File: src/rtl/fetch_pc_unit.sv
// Instruction-fetch PC unit: one outstanding bus request, presents fetched instruction + PC same cycle as data_ok.
// Latency: 0 cycles from data_ok to out_valid; next request the cycle after. Backpressure: stall parks the entry in HOLD.
// Optional misaligned-PC trapping is enabled by defining FETCH_MISALIGN_CHECK_EN.
module fetch_pc_unit #(
    parameter logic [63:0] RESET_PC = 64'h8000_0000
) (
    input  logic        clk,
    input  logic        reset,
    output logic        ireq_valid,
    output logic [63:0] ireq_addr,
    input  logic        iresp_data_ok,
    input  logic [31:0] iresp_data,
    input  logic        redirect_valid,
    input  logic [63:0] redirect_pc,
    input  logic        stall,
    output logic        out_valid,
    output logic [63:0] out_pc,
    output logic [31:0] out_instr,
    output logic        out_misalign
);

    localparam logic [31:0] NOP_INSTR = 32'h0000_0013;

    typedef enum logic [1:0] {
        REQ   = 2'd0,
        HOLD  = 2'd1,
        FLUSH = 2'd2
    } state_t;

    state_t      state, state_nxt;
    logic [63:0] pc, pc_nxt;
    logic [63:0] pending_pc, pending_pc_nxt;
    logic [31:0] hold_instr, hold_instr_nxt;
    logic        hold_mis, hold_mis_nxt;

    logic        misaligned;
    logic        fetch_ok;
    logic [31:0] fetch_instr;
    logic        present_mis;

`ifdef FETCH_MISALIGN_CHECK_EN
    assign misaligned = (pc[1:0] != 2'b00);
`else
    assign misaligned = 1'b0;
`endif

    // A misaligned PC never reaches the bus; it completes locally with a NOP.
    always_comb begin
        fetch_ok    = iresp_data_ok;
        fetch_instr = iresp_data;
        if (misaligned) begin
            fetch_ok    = 1'b1;
            fetch_instr = NOP_INSTR;
        end
    end

    always_comb begin
        state_nxt      = state;
        pc_nxt         = pc;
        pending_pc_nxt = pending_pc;
        hold_instr_nxt = hold_instr;
        hold_mis_nxt   = hold_mis;
        ireq_valid     = 1'b0;
        ireq_addr      = pc;
        out_valid      = 1'b0;
        out_instr      = 32'h0;
        present_mis    = 1'b0;

        case (state)
            REQ: begin
                ireq_valid = ~misaligned;
                out_instr  = fetch_instr;
                if (redirect_valid) begin
                    if (fetch_ok) begin
                        pc_nxt = redirect_pc;
                    end else begin
                        pending_pc_nxt = redirect_pc;
                        state_nxt      = FLUSH;
                    end
                end else if (fetch_ok) begin
                    out_valid   = 1'b1;
                    present_mis = misaligned;
                    if (stall) begin
                        hold_instr_nxt = fetch_instr;
                        hold_mis_nxt   = misaligned;
                        state_nxt      = HOLD;
                    end else begin
                        pc_nxt = pc + 64'd4;
                    end
                end
            end

            HOLD: begin
                out_instr = hold_instr;
                if (redirect_valid) begin
                    pc_nxt    = redirect_pc;
                    state_nxt = REQ;
                end else begin
                    out_valid   = 1'b1;
                    present_mis = hold_mis;
                    if (!stall) begin
                        pc_nxt    = pc + 64'd4;
                        state_nxt = REQ;
                    end
                end
            end

            FLUSH: begin
                // The old request stays on the bus until it completes; its data is discarded.
                ireq_valid = 1'b1;
                if (redirect_valid) begin
                    pending_pc_nxt = redirect_pc;
                end
                if (iresp_data_ok) begin
                    pc_nxt    = redirect_valid ? redirect_pc : pending_pc;
                    state_nxt = REQ;
                end
            end

            default: begin
                state_nxt = REQ;
            end
        endcase

        if (reset) begin
            ireq_valid  = 1'b0;
            out_valid   = 1'b0;
            out_instr   = 32'h0;
            present_mis = 1'b0;
        end
    end

    assign out_pc       = pc;
    assign out_misalign = present_mis;

    always_ff @(posedge clk) begin
        if (reset) begin
            state      <= REQ;
            pc         <= RESET_PC;
            pending_pc <= 64'h0;
            hold_instr <= 32'h0;
            hold_mis   <= 1'b0;
        end else begin
            state      <= state_nxt;
            pc         <= pc_nxt;
            pending_pc <= pending_pc_nxt;
            hold_instr <= hold_instr_nxt;
            hold_mis   <= hold_mis_nxt;
        end
    end

endmodule

File: config.mk
export PLATFORM = sky130hd
export DESIGN_NAME = fetch_pc_unit
export DESIGN_NICKNAME = d
export VERILOG_FILES = /design/src/rtl/fetch_pc_unit.sv
export SDC_FILE = /design/constraint.sdc
export NUM_CORES = 1
export LEC_CHECK = 0
export CAP_MARGIN = 10
export CORE_MARGIN = 2
export CORE_UTILIZATION = 30
export CTS_CLUSTER_DIAMETER = 200
export CTS_CLUSTER_SIZE = 24
export DETAILED_ROUTE_END_ITERATION = 8
export GPL_ROUTABILITY_DRIVEN = 0
export SYNTH_ARGS = -nofsm -noshare
export SYNTH_HDL_FRONTEND = slang
export SYNTH_SLANG_ARGS = --single-unit
File: constraint.sdc
create_clock -name clk -period 2.78 [get_ports clk]
set_clock_uncertainty 0.1 [all_clocks]
set_input_delay 0.417 -clock clk [delete_from_list [all_inputs] [get_ports clk]]
set_output_delay 0.417 -clock clk [all_outputs]
set_load 0.05 [all_outputs]
Word-level counts from Yosys, hierarchy flattened
Index checks and enable logic that the tools add are counted.
- bits in registers: 162
- bits of input ports: 101
- output and inout bits: 163
- add/subtract/negate cells: 1
- eq/ne operators: 10
- mux-type cells: 28
- bitwise gates (word level): 1
- reduce and logical (&&, ||, !) cells: 8
- operators with widths (operator ; count):
    $mux 64 ; 9
    $pmux 64 s3 ; 1
    $pmux 64 s2 ; 1
    $add 64x3->64 const B ; 1
    $pmux 32 s2 ; 1
    $mux 32 ; 1
    $mux 2 ; 7
    $ne 3x3->1 const B ; 4
    $ne 2x2->1 const B ; 4
    $mux 1 ; 6
    $pmux 2 s3 ; 1
    $reduce_and 3->1 ; 2
    $reduce_and 5->1 ; 1
    $reduce_and 4->1 ; 1
    $reduce_bool 3->1 ; 1
    $eq 2x1->1 const B ; 1
    $eq 2x2->1 const B ; 1
    $logic_not 2->1 ; 1
    $pmux 1 s2 ; 1
    $reduce_bool 2->1 ; 1
    $reduce_or 2->1 ; 1
    $not 1->1 ; 1

Longest topological paths before layout
- depth after elaboration: 5
- gate-level depth with buffers: 9

Worst setup path after synthesis
No wires, ideal clock.
- path kind: in2out
- from: in redirect_valid
- to: out out_valid
- arrival: 2562 ps
- required time: 2263 ps
- path slack: -299 ps
- stages: 4
- buffers on the path: 3
- cell sequence: clkbuf_1 -> clkbuf_1 -> clkbuf_1 -> nor4_1
- cells in the longest elaborated chain, start to end: 3
- elaborated cells between the ends (all ways): 4
- classes of those cells: mux: 4
- RTL lines (what ; RTL line ; text):
    start, declared ; 13 ; input logic redirect_valid,
    $mux 1, on equally long branches ; 95, 73 ;
    $pmux 1 s2 (*) ; 69 ; case (state)
    $mux 1 (*) ; 125 ; if (reset) begin
    end, declared ; 16 ; output logic out_valid,
Every way passes the cells marked *; elsewhere a longest branch is shown, timed or not.

Worst setup path in the final report
- from: reg pc[20], in the netlist ireq_addr[20]
- to: reg pc[48], in the netlist ireq_addr[48]
- cells in the longest elaborated chain, start to end: 5
- elaborated cells between the ends (all ways): 6
- classes of those cells: add/sub: 1; mux: 5
- RTL lines (what ; RTL line ; text):
    start, declared ; 31 ; logic [63:0] pc, pc_nxt;
    start signal, assigned ; 145 ; pc <= pc_nxt;
    $add 64x3->64 (*) ; 88, 102 ;
    $mux 64 (*) ; 83, 101 ;
    $mux 64 ; 80 ; end else if (fetch_ok) begin
    $mux 64 ; 73 ; if (redirect_valid) begin
    $pmux 64 s3 (*) ; 69 ;
Every way passes the cells marked *; elsewhere a longest branch is shown, timed or not. The select of a mux whose other input is x is not followed.
A chain may end at the register's enable or synchronous reset.

==> results.cfg <==
[logic_synthesis]
syn-mean-instance-area_um2 = 7.16
async_flop_share_pct = 0
synthDistinctLibCells = 67
post_synth_and_or_nand_nor_area_fraction_pct = 26.9
ys_seq_area_share_pct = 35.7
synth_area_leaders = dfxtp_1 (36%), nand2_1 (12%), a21oi_1 (9.3%)
netlist_instances = 1268
yosys.area_share.xor_xnor_pct = 0.0964
synth.largest_area_cell = dfxtp_1
synth.area.mux_share_pct = 3.98
synth_common_cells = nand2_1 (281), a21oi_1 (169), dfxtp_1 (162)
synth.most_common_cell = nand2_1
netlist.area_leader.share_pct = 35.7
synth_compound_area_share_pct = 23.2
ys_ff_latch = 162
synthFlopType = dfxtp_1
synthesis.area_um2 = 9080
synth_top_family_by_area = simple AND/OR/NAND/NOR gates
synth_edf_count = 0
ys_warn_count = 0
yosys.area_share.adder_pct = 0.138
synth_fp_nets = 1370

[clock_tree]
cts_tree = built
clockRootBuffer = clkbuf_16
clk_pin_slew_ns = 0.08
cts_resized = 0
clkLatencyLatePin_ns = 0.43
cts.sink_count = 162
post-cts-setup-buffers = 0
h-tree-depth = 4
cts_buffers = 17
hold_buffers = 0
max-clock-path-buffers = 2

[critical_path]
endpoint_kind = register
cp.required_ns = 3.05
start_kind = register
path_class = reg -> reg
crit_arrival_ns = 2.87
path_max_fanout = 9

[floorplan]
ios = 264
core_area_um2 = 29700
die_w_um = 178
start_util_pct = 30.6
rows = 63
fp.dieH_um = 178
dieArea_um2 = 31700

[power]
cellPowerDensity_nw_per_um2 = 544
p_sw_share_pct = 35.4
switchingPower_uw = 2380
vdd_drop_max_uv = 280
intPower_uw = 4340
clockPowerShare_pct = 35.0
p_comb_share_pct = 26.3
pwr-share-seq_pct = 38.6
leakagePower_uw = 0.00435

[route]
post_drt_via_cell_ratio = 5.38
ant_nets = 0
dr.pass1.iters = 5
drt-wirelength-per-cell_um = 17.9
vias = 9908
drtIter0Drc = 841
route.detailed.drc = 0
wl_um = 33000

[sta]
drv_slew = 0
finalHoldViolations = 0
tightestPinTransition_ns = 0.693
rsz0062_at_grt = no
maxSlewHeadroom_pct = 53.4
setup_viol = 0
period_needed_ns = 2.60
max_clock_freq_ghz = 0.385
fin_tns_setup_ns = 0
whs_ns = 0.308
finalCritPeriodShare_pct = 93.5

[cells_and_area]
fin_nets = 1541
layout-drive-gt1-share_pct = 9.85
syn_to_final_growth_pct = 36.0
diodes = 0
final_cell_area_um2 = 12300
nFillCells = 3067
instances_no_fill = 1842

[global_routing]
grt_remaining_overflow = 0
grt_pass1_wl_um = 50700
antenna_found_initial = 0
grt_max_degree = 65
grt_pass1_vias = 8987
gr-usage-all-layers_pct = 20.3

[run_status]
status = complete, no violations

[placement]
io_buffers = 262
placed_cell_area_um2 = 11800
place_hpwl_um = 23000
dp.cells = 1810

[run]
maxCapViolCount = 0

[min_path]
hp-class = in -> reg
sequential cells by signal (all words and copies together) (netlist names):
register    cells
state           2
hold_instr     32
ireq_addr      64
pending_pc     64
placed cells by master, fill, tap and decap left out, types with 4 or more instances in the layout:
| master | count |
|---|---|
| and2_1 | 4 |
| nand3_1 | 28 |
| o21ai_0 | 75 |
| o211ai_1 | 5 |
| a221oi_1 | 5 |
| inv_6 | 5 |
| buf_12 | 7 |
| a21o_1 | 7 |
| a311oi_1 | 7 |
| and4_1 | 7 |
| and3_1 | 20 |
| o31ai_1 | 4 |
| a21oi_1 | 169 |
| clkdlybuf4s50_1 | 227 |
| a2bb2oi_1 | 4 |
| dfxtp_1 | 161 |
| nand4_1 | 27 |
| clkbuf_16 | 17 |
| o21a_1 | 4 |
| nor2_1 | 98 |
| a211oi_1 | 18 |
| nor3_1 | 25 |
| inv_1 | 9 |
| nor4_1 | 13 |
| or3_1 | 16 |
| buf_4 | 81 |
| mux2i_1 | 35 |
| a31oi_1 | 16 |
| nand2_1 | 281 |
routing by layer:
| layer | global-route usage [%] | routed length [µm] | vias to the layer above |
|---|---|---|---|
| met5 | 0 | 0 | - |
| met4 | 3.59 | 398 | 0 |
| met3 | 3.90 | 2380 | 25 |
| met2 | 32.0 | 15100 | 388 |
| met1 | 28.9 | 15100 | 4740 |
| li1 | - | - | 4755 |
power groups by stage:
stage | Clock, µW | Sequential [µW] | Combinational, µW
2_1_floorplan | 0 | 2840 | 930
6_report | 2350 | 2600 | 1770
3_5_place_dp | 0 | 2650 | 1770
5_1_grt | 2490 | 2620 | 1880
4_1_cts | 2400 | 2600 | 1770
3_3_place_gp | 0 | 2640 | 1760
through the flow:
stage	power, µW	utilization, %	worst slack [ns]
4_1_cts	6770	41.6	0.247
5_1_grt	6990	41.6	0.0244
6_report	6720	41.6	0.181
3_3_place_gp	4400	39.6	0.323
3_5_place_dp	4410	39.6	0.274
2_1_floorplan	3770	-	0.0497
layout make-up:
cell class              instances  area (µm²)  area share (%)
multi-input cells             934        4990            40.4
inverters                       9        33.8           0.274
flip-flops and latches        162        3240            26.3
repair buffers                315        3020            24.5
clock inverters                14         140            1.13
well taps                     390         488            3.95
clock buffers                  18         429            3.48
worst paths after layout:
check	from	to	slack [ns]	cells past startpoint
min	redirect_valid	state[1]$_SDFFE_PP0P_	0.31	3
max reg2reg	ireq_addr[20]$_SDFFE_PP0P_	ireq_addr[48]$_SDFFE_PP0P_	0.18	6
max	ireq_addr[20]$_SDFFE_PP0P_	ireq_addr[48]$_SDFFE_PP0P_	0.18	6
min reg2reg	pending_pc[42]$_SDFFE_PP0P_	pending_pc[42]$_SDFFE_PP0P_	0.35	2
kinds of logic (layout without fill, tap and decap cells):
logic type	Yosys count	after routing
other	1	1
XOR/XNOR	1	1
multiplexers	36	36
AO/OA/AOI/OAI	354	354
buffers and inverters	172	356
flip-flops	162	162
AND/OR/NAND/NOR	541	541
adder cells (fa/ha/maj)	1	1
critical path, cell delays in order (launching register included):
cell	delay [ns]
dfxtp_1	0.49
nand4_1	0.23
or4_4	0.59
nor3_2	0.40
nand3_1	0.23
o31ai_1	0.30
o221a_1	0.22
Note: power is estimated with default switching activity, not from simulation.
